[config.mk]
export PLATFORM = sky130hd
export DESIGN_NAME = counter_cmd_responder_flat
export DESIGN_NICKNAME = d
export VERILOG_FILES = /design/src/rtl/counter_cmd_responder_pkg.sv /design/src/rtl/counter_cmd_responder_if.sv /design/src/rtl/counter_cmd_responder.sv /design/src/flat_wrapper.sv
export SDC_FILE = /design/constraint.sdc
export NUM_CORES = 1
export LEC_CHECK = 0
export CORE_UTILIZATION = 46
export CTS_BUF_LIST = sky130_fd_sc_hd__clkbuf_4
export DETAILED_ROUTE_END_ITERATION = 8
export PLACE_DENSITY = 0.82
export SLEW_MARGIN = 25
export SYNTH_ARGS = -nofsm -noshare
export SYNTH_HDL_FRONTEND = slang
export SYNTH_SLANG_ARGS = --single-unit
[constraint.sdc]
create_clock -name clk -period 1.85 [get_ports clk]
set_input_delay 0.37 -clock clk [delete_from_list [all_inputs] [get_ports clk]]
set_output_delay 0.37 -clock clk [all_outputs]
set_load 0.05 [all_outputs]
[src/rtl/counter_cmd_responder_pkg.sv]
// ---------------------------------------------------------------------------
// counter_cmd_pkg
// Shared types for the counter command protocol. The responder RTL, the
// interface, the DPI-side driver and the checker all import this package, so
// the op-code encoding and FSM state names live in exactly one place.
//   cmd_op_e : 2-bit command op code (RESET / LOAD / CYCLE / GET)
//   state_e  : responder FSM state (IDLE accepting commands, RESP holding a
//              GET response until it is consumed)
// ---------------------------------------------------------------------------
package counter_cmd_pkg;

   // The encoding matches the C model's command numbering, so it must not be
   // reordered.
   typedef enum logic [1:0] {
      CMD_RESET = 2'd0,
      CMD_LOAD  = 2'd1,
      CMD_CYCLE = 2'd2,
      CMD_GET   = 2'd3
   } cmd_op_e;

   typedef enum logic {
      IDLE = 1'b0,
      RESP = 1'b1
   } state_e;

   localparam int DEFAULT_WIDTH = 8;

endpackage

[src/rtl/counter_cmd_responder_if.sv]
// ---------------------------------------------------------------------------
// counter_cmd_responder_if
// Command and response channels of the counter command protocol, each one a
// valid/ready pair.
//   cmd_valid / cmd_ready / cmd_op / cmd_data : command channel (master -> slave)
//   rsp_valid / rsp_ready / rsp_data          : response channel (slave -> master)
// Modports:
//   master : the side that issues commands and consumes responses
//   slave  : the responder
// ---------------------------------------------------------------------------
interface counter_cmd_responder_if #(
   parameter int WIDTH = counter_cmd_pkg::DEFAULT_WIDTH
);
   import counter_cmd_pkg::*;

   logic             cmd_valid;
   logic             cmd_ready;
   cmd_op_e          cmd_op;
   logic [WIDTH-1:0] cmd_data;
   logic             rsp_valid;
   logic             rsp_ready;
   logic [WIDTH-1:0] rsp_data;

   modport master (
      output cmd_valid, cmd_op, cmd_data, rsp_ready,
      input  cmd_ready, rsp_valid, rsp_data
   );

   modport slave (
      input  cmd_valid, cmd_op, cmd_data, rsp_ready,
      output cmd_ready, rsp_valid, rsp_data
   );

endinterface

[src/rtl/counter_cmd_responder.sv]
// ---------------------------------------------------------------------------
// counter_cmd_responder
// RTL responder for the counter command protocol. It accepts one command per
// handshake on the command channel and keeps a WIDTH-bit count. A GET command
// returns the count on the response channel. While a GET response is waiting
// to be consumed, the responder does not accept further commands.
// Ports:
//   clk        : single clock; all state is updated on posedge
//   rst        : asynchronous, active-high reset
//   auto_cycle : increments the count on every clock in which no command is
//                accepted
//   bus        : command/response channels (slave modport)
//   count      : live count register
//   wrap       : one-cycle pulse after an increment from all-ones to zero
// ---------------------------------------------------------------------------
module counter_cmd_responder
   import counter_cmd_pkg::*;
#(
   parameter int               WIDTH     = DEFAULT_WIDTH,
   parameter logic [WIDTH-1:0] RESET_VAL = '0
) (
   input  logic                    clk,
   input  logic                    rst,
   input  logic                    auto_cycle,
   counter_cmd_responder_if.slave  bus,
   output logic [WIDTH-1:0]        count,
   output logic                    wrap
);

   state_e           state_q,     state_d;
   logic [WIDTH-1:0] count_q,     count_d;
   logic [WIDTH-1:0] rsp_data_q,  rsp_data_d;
   logic             rsp_valid_q, rsp_valid_d;
   logic             cmd_ready_q, cmd_ready_d;
   logic             wrap_q,      wrap_d;
   logic             accept;
   logic             incr;

   // Next-state logic for the counter, the response slot and the FSM.
   // An accepted command always takes priority over auto_cycle, and only one
   // increment can happen per clock. So CYCLE and auto_cycle together still
   // give +1. Accepting a GET also blocks auto_cycle in that clock.
   // cmd_ready and rsp_valid are computed from the next state so that both
   // leave this module as flop outputs. cmd_ready_q is also cleared in reset,
   // which keeps the responder closed for one clock after reset is released.
   always_comb begin
      accept      = bus.cmd_valid & cmd_ready_q;
      incr        = 1'b0;
      count_d     = count_q;
      rsp_data_d  = rsp_data_q;
      state_d     = state_q;

      if (accept) begin
         case (bus.cmd_op)
            CMD_RESET: count_d    = RESET_VAL;
            CMD_LOAD:  count_d    = bus.cmd_data;
            CMD_CYCLE: incr       = 1'b1;
            CMD_GET:   rsp_data_d = count_q;
         endcase
      end else if (auto_cycle) begin
         incr = 1'b1;
      end

      if (incr) begin
         count_d = count_q + 1'b1;
      end
      wrap_d = incr & (&count_q);

      case (state_q)
         IDLE: if (accept && (bus.cmd_op == CMD_GET)) state_d = RESP;
         RESP: if (bus.rsp_ready)                      state_d = IDLE;
      endcase

      cmd_ready_d = (state_d == IDLE);
      rsp_valid_d = (state_d == RESP);
   end

   // State and output registers. Reset clears a pending response at once,
   // without a handshake.
   always_ff @(posedge clk or posedge rst) begin
      if (rst) begin
         state_q     <= IDLE;
         count_q     <= RESET_VAL;
         rsp_data_q  <= '0;
         rsp_valid_q <= 1'b0;
         cmd_ready_q <= 1'b0;
         wrap_q      <= 1'b0;
      end else begin
         state_q     <= state_d;
         count_q     <= count_d;
         rsp_data_q  <= rsp_data_d;
         rsp_valid_q <= rsp_valid_d;
         cmd_ready_q <= cmd_ready_d;
         wrap_q      <= wrap_d;
      end
   end

   assign bus.cmd_ready = cmd_ready_q;
   assign bus.rsp_valid = rsp_valid_q;
   assign bus.rsp_data  = rsp_data_q;
   assign count         = count_q;
   assign wrap          = wrap_q;

endmodule

[src/flat_wrapper.sv]
// flat-port wrapper written by rule: the top's interface ports become plain ports
module counter_cmd_responder_flat import counter_cmd_pkg::*;
#(
   parameter int               WIDTH     = DEFAULT_WIDTH,
   parameter logic [WIDTH-1:0] RESET_VAL = '0
)
  (clk, rst, auto_cycle, count, wrap, bus_cmd_valid, bus_cmd_op, bus_cmd_data, bus_rsp_ready, bus_cmd_ready, bus_rsp_valid, bus_rsp_data);
  counter_cmd_responder_if #(.WIDTH(WIDTH)) bus_i ();
  input  logic clk;
  input  logic rst;
  input  logic auto_cycle;
  output logic [WIDTH-1:0] count;
  output logic wrap;
  input wire logic [$bits(bus_i.cmd_valid)-1:0] bus_cmd_valid;
  input wire logic [$bits(bus_i.cmd_op)-1:0] bus_cmd_op;
  input wire logic [$bits(bus_i.cmd_data)-1:0] bus_cmd_data;
  input wire logic [$bits(bus_i.rsp_ready)-1:0] bus_rsp_ready;
  output wire logic [$bits(bus_i.cmd_ready)-1:0] bus_cmd_ready;
  output wire logic [$bits(bus_i.rsp_valid)-1:0] bus_rsp_valid;
  output wire logic [$bits(bus_i.rsp_data)-1:0] bus_rsp_data;
  assign bus_i.cmd_valid = bus_cmd_valid;
  assign bus_i.cmd_op = bus_cmd_op;
  assign bus_i.cmd_data = bus_cmd_data;
  assign bus_i.rsp_ready = bus_rsp_ready;
  assign bus_cmd_ready = bus_i.cmd_ready;
  assign bus_rsp_valid = bus_i.rsp_valid;
  assign bus_rsp_data = bus_i.rsp_data;
  counter_cmd_responder #(.WIDTH(WIDTH), .RESET_VAL(RESET_VAL)) u_core (.clk(clk), .rst(rst), .auto_cycle(auto_cycle), .bus(bus_i), .count(count), .wrap(wrap));
endmodule
==> summary.txt, run 1 <==
internal power - 0.000859 W
post-DP HPWL - 1.57 mm
Die Ht - 47.6 um
remaining antenna violation count - 0
placed cell area - 1320 um2
ys flop type - dfrtp_1
PwrDens - 1150 nW/um2
commonest cells in the netlist - dfrtp_1, nand2_1, a21oi_1, o21ai_1
Core Util, Final - 69.2%
Yosys reg bits - 19
setup bufs post-CTS - 0
P_leak - 0.662 nW
startpoint types - input port
clk buf depth - 2
Fin. Hold Viols - 0
Max-Slew Margin vs Limit - 66.3%
Rows - 16
Slew @ Worst Pin - 0.504 ns
initial antenna violation count - 0
most frequent cell after synthesis - dfrtp_1
DRC Markers - 0
grt total ovfl - 0
fill count - 161
synth top area cells - dfrtp_1, nand2_1, mux2_2, a21oi_1, a31oi_1
CP Class - input port to flip-flop
Clock power frac - 14.2%
cell area after synthesis - 958 um2
vias post-DR - 851
clock sinks - 19
# port buffers - 33
die width - 47.6 um
TritonCTS buffer count - 3
largest net degree at the start of global routing - 20
layout cells sized above 1 - 25.9%
area growth from synthesis to layout - 41.6%
Sw Pwr - 0.000702 W
worst-path fanout max - 6
Hold Slack - 0.380 ns
clk_lat worst skew - 0.30 ns
Tcrit/Tclk final - 83.8%
core area - 1960 um2
Syn Area/Cell - 10.2 um2
Synth async-reset ratio - 100%
Slew Limit Fails - 0
sequential fraction of the synthesis area - 49.6%
Final Power - 0.00156 W
Switching Fraction - 45.0%
Setup Skew - 0.00564 ns
combinational power share - 47.4%
GP Congestion - 0.807
gr usage total - 19.6%
dpl cells - 158
Final Instance Count excl. Fillers - 162
CP endpoint kind - flip-flop
Yosys top cell by area - dfrtp_1
power share of the sequential group - 38.4%
top cell type's share of synthesized area - 49.6%
CTS root buffer - clkbuf_4
Post-synth EDFFs - 0
max cap viols - 0
I/O pins - 34
area of the multi-input gates - 444 um2
post-synthesis cell count - 94
RSZ-0062 raised after global routing - false
uppermost layer routed - met4
final instance area - 1360 um2
Fmax - 0.645 GHz
die area - 2270 um2
slowest CP cell - clkdlybuf4s50_1
outcome - finished clean
Vias/cell - 5.25
Hold WC Path Type - input port to async pin
global-route wire length before repair - 3.08 mm
M1 wire length - 924 um
final WL - 2.00 mm
peak supply drop - 0.000884 V
drt first-iter violations - 18
CP peak stage delay - 0.52 ns
routed wl met3 - 99 um
DR pass1 iterations - 4
syn_nets - 110
Final Setup Violations - 0
CTS tree - yes
htree depth - 1
CTS Hold Bufs - 0
Seq. cell area - 475 um2
post-CTS sizing - 0
Synth cell types - 38
data required time of the critical path - 2.05 ns
DR WL met2 - 954 um
crit path DAT - 1.75 ns
critical-path cell list - clkdlybuf4s50_1 -> a21boi_2 -> and2b_1 -> o21a_1 -> o22a_1
DR WL/cell - 12.3 um
synth warn - 0
vias in the first global route - 730
nets - 152
diodes inserted - 0
Final Critical Period - 1.55 ns
Clock transition at path regs - 0.10 ns
starting density of the core - 48.9%
-- cell usage in the layout (no fill, tap or decap), types with 2 or more instances in the layout --
cell and count:
buf_4 23, o22ai_1 2, o22a_1 2, dlymetal6s2s_1 3
o21ai_1 5, o2111ai_1 2, mux2_2 3, a21oi_1 5
nor2_1 4, a31oi_1 4, dfrtp_1 19, a22oi_1 2
mux2_1 2, nand2_1 11, nor2b_1 2, clkdlybuf4s50_1 14
inv_1 4, nand3_1 2, clkbuf_4 4
-- kinds of logic after synthesis --
family,share of synthesized area [%]
AOI/OAI and AO/OA,21.1
buffers and inverters,4.05
DFF,49.6
muxes,6.92
and+or+nand+nor,17.0
adders and majority gates,1.31
-- worst paths after layout --
check / startpoint / end / slack, ns / cells past startpoint
setup / recovery: bus_cmd_valid / u_core.count[6] / 0.30 / 5
setup reg to reg: u_core.count[0] / u_core.count[6] / 0.44 / 5
hold / removal: rst / u_core.count[6] / 0.38 / 3
hold reg to reg: u_core.bus.rsp_data[7] / u_core.bus.rsp_data[7] / 0.49 / 2
min in group clk: u_core.bus.rsp_data[7] / u_core.bus.rsp_data[7] / 0.49 / 2
max in group asynchronous: rst / u_core.bus.rsp_data[6] / 1.27 / 3
-- power by group through the flow --
stage / combinational, W / clock [W] / sequential [W]
2_1_floorplan: 0.000162 / 0 / 0.000934
3_3_place_gp: 0.000738 / 0 / 0.000604
3_5_place_dp: 0.000745 / 0 / 0.000609
4_1_cts: 0.000745 / 0.000227 / 0.000599
5_1_grt: 0.000789 / 0.000250 / 0.000615
6_report: 0.000740 / 0.000222 / 0.000600
-- sequential cells by signal (all words and copies together), names as in the netlist --
name / cells
u_core.count: 8
u_core.state_q: 1
u_core.bus.rsp_data: 8
u_core.wrap: 1
u_core.bus.cmd_ready: 1
-- critical path, delay by kind of cell --
kind                   cells  cell delay, ns
and+or+nand+nor            1            0.26
buffers and inverters      1            0.52
AOI/OAI and AO/OA          3            0.60
-- through the flow --
stage / setup TNS (ns) / setup slack (ns)
after global placement: 0 / 0.0259
final: 0 / 0.300
after floorplan: 0 / 0.101
after CTS: 0 / 0.0113
after detailed placement: -0.0195 / -0.0195
after global routing: 0 / 0.240
-- layout make-up --
cell class / instances / share of cell area, %
Clock buffer: 4 / 2.21
Inverter: 6 / 1.75
Multi-Input combinational cell: 66 / 32.7
Sequential cell: 19 / 35.0
Tap cell: 27 / 2.49
Timing Repair Buffer: 40 / 25.8
-- per-layer routing --
layer | track usage (%) | vias to the layer above
li1 | - | 428
met1 | 25.8 | 390
met4 | 8.33 | 0
met2 | 32.6 | 31
met3 | 2.26 | 2
met5 | 0 | -
Power figures use the tool's default switching activity.
==> run 2, diff against run 1 <==
==> constraint.sdc (replaced) <==
create_clock -name clk -period 1.6 [get_ports clk]
set_input_delay 0.32 -clock clk [delete_from_list [all_inputs] [get_ports clk]]
set_output_delay 0.32 -clock clk [all_outputs]
set_load 0.05 [all_outputs]
==> run 2 against run 1 <==
Non-clock buffer count is 3 higher. Worst setup slack worse by 0.22 ns. Critical endpoint unchanged. Clock-buffer cell count stayed put. Power is 27% higher. Combinational power is 34% higher. Critical path depth stayed put. First-iteration DRC count grew to 2.7 times the previous value. Flip-flop and latch count stayed put. Register-to-register slack worse by 0.32 ns.
==> summary.txt, run 2 (synthesized netlist as in run 1, its figures left out) <==
TritonCTS buffer count - 3
CP Class - input port to flip-flop
Critical Path Source - bus_cmd_valid
final WL - 2.43 mm
Rows - 16
CTS Hold Bufs - 0
pre-CTS setup slack - -0.227 ns
remaining antenna violation count - 0
crit path DAT - 1.70 ns
max cap viols - 0
GP Congestion - 0.837
area growth from synthesis to layout - 55.1%
Tcrit/Tclk final - 94.8%
most frequent cells in the layout - buf_4, clkdlybuf4s50_1, dfrtp_1
reg2reg setup slack - 0.12 ns
Setup Skew - 0.00334 ns
r2r endpoint - u_core.count[6]
Fin. Hold Viols - 0
vias in the first global route - 884
PwrDens - 1330 nW/um2
layout cells sized above 1 - 34.8%
Final Setup Violations - 0
Slew Limit Fails - 0
Final Critical Period - 1.52 ns
CP endpoint kind - flip-flop
reg2reg path depth - 5
clock sinks - 19
global-route wire length before repair - 3.97 mm
clk buf depth - 2
die width - 47.6 um
vias post-DR - 924
initial antenna violation count - 0
outcome - finished clean
RSZ-0062 raised after global routing - false
Max-Slew Margin vs Limit - 76.7%
I/O pins - 34
Core Util, Final - 75.8%
starting density of the core - 48.9%
CTS root buffer - clkbuf_4
data required time of the critical path - 1.79 ns
setup bufs post-CTS - 0
drt first-iter violations - 48
Final Power - 0.00198 W
nets - 155
diodes inserted - 0
peak supply drop - 0.00106 V
core area - 1960 um2
Hold WC Path Type - input port to async pin
clk_lat worst skew - 0.29 ns
Fmax - 0.659 GHz
worst reg2reg path startpoint - u_core.count[1]
largest net degree at the start of global routing - 20
CTS tree - yes
Clock transition at path regs - 0.10 ns
DR pass1 iterations - 5
Die Ht - 47.6 um
# port buffers - 33
grt total ovfl - 0
die area - 2270 um2
most common cell after layout, fill and taps aside - buf_4
Critical Path Sink - u_core.count[6]
gr usage total - 25.4%
worst-path fanout max - 5
P_leak - 0.661 nW
DR WL/cell - 14.7 um
htree depth - 1
DRC Markers - 0
post-DP HPWL - 1.94 mm
Slew @ Worst Pin - 0.349 ns
Vias/cell - 5.60
fin worst setup slack - 0.0837 ns
startpoint types - input port
post-CTS sizing - 0
==> run 2: cell type report <==
class / count / area [um2]
clock buffer: 4 / 30.0
multi-input combinational: 66 / 444
fill: 142 / 475
timing repair buffer: 43 / 470
sequential: 19 / 484
tap: 27 / 33.8
inverter: 6 / 23.8
==> run 2: metrics by stage <==
step / instances / setup TNS [ns] / instance area, um2 / hold WS (ns)
after global placement: 161 / -1.10 / 1460 / 0.468
after CTS: 165 / 0 / 1490 / 0.336
after floorplan: 94 / -0.00190 / 967 / 0.271
after global routing: 165 / 0 / 1490 / 0.369
after detailed placement: 161 / -1.86 / 1460 / 0.477
final: 165 / 0 / 1490 / 0.329
==> run 2: critical path, stage by stage <==
cell             delay (ns)
clkdlybuf4s50_1        0.50
a21boi_2               0.22
and2b_1                0.27
o21a_1                 0.21
o22a_1                 0.18
==> run 2: worst min-delay path by stage <==
stage | start | end | slack [ns]
4_1_cts | rst | u_core.bus.rsp_data[6] | 0.34
3_5_place_dp | u_core.bus.rsp_data[2] | u_core.bus.rsp_data[2] | 0.48
5_1_grt | rst | u_core.bus.rsp_data[6] | 0.37
2_1_floorplan | rst | u_core.bus.rsp_data[0] | 0.27
6_report | rst | u_core.bus.rsp_data[6] | 0.33
3_3_place_gp | u_core.bus.rsp_data[4] | u_core.bus.rsp_data[4] | 0.47
==> run 2: report_power, final <==
| group | internal, W | switching [W] |
|---|---|---|
| Sequential | 0.000596 | 0.000139 |
| Combinational | 0.000407 | 0.000581 |
| Clock | 0.000114 | 0.000140 |
| Total | 0.00112 | 0.000859 |
==> run 2: per-layer routing <==
| metal | vias up | global-route usage (%) | share of wire [%] |
|---|---|---|---|
| li1 | 439 | - | - |
| met1 | 431 | 29.5 | 40 |
| met2 | 48 | 47.1 | 53 |
| met3 | 6 | 4.53 | 5.2 |
| met4 | 0 | 7.78 | 1.6 |
| met5 | - | 0 | 0 |
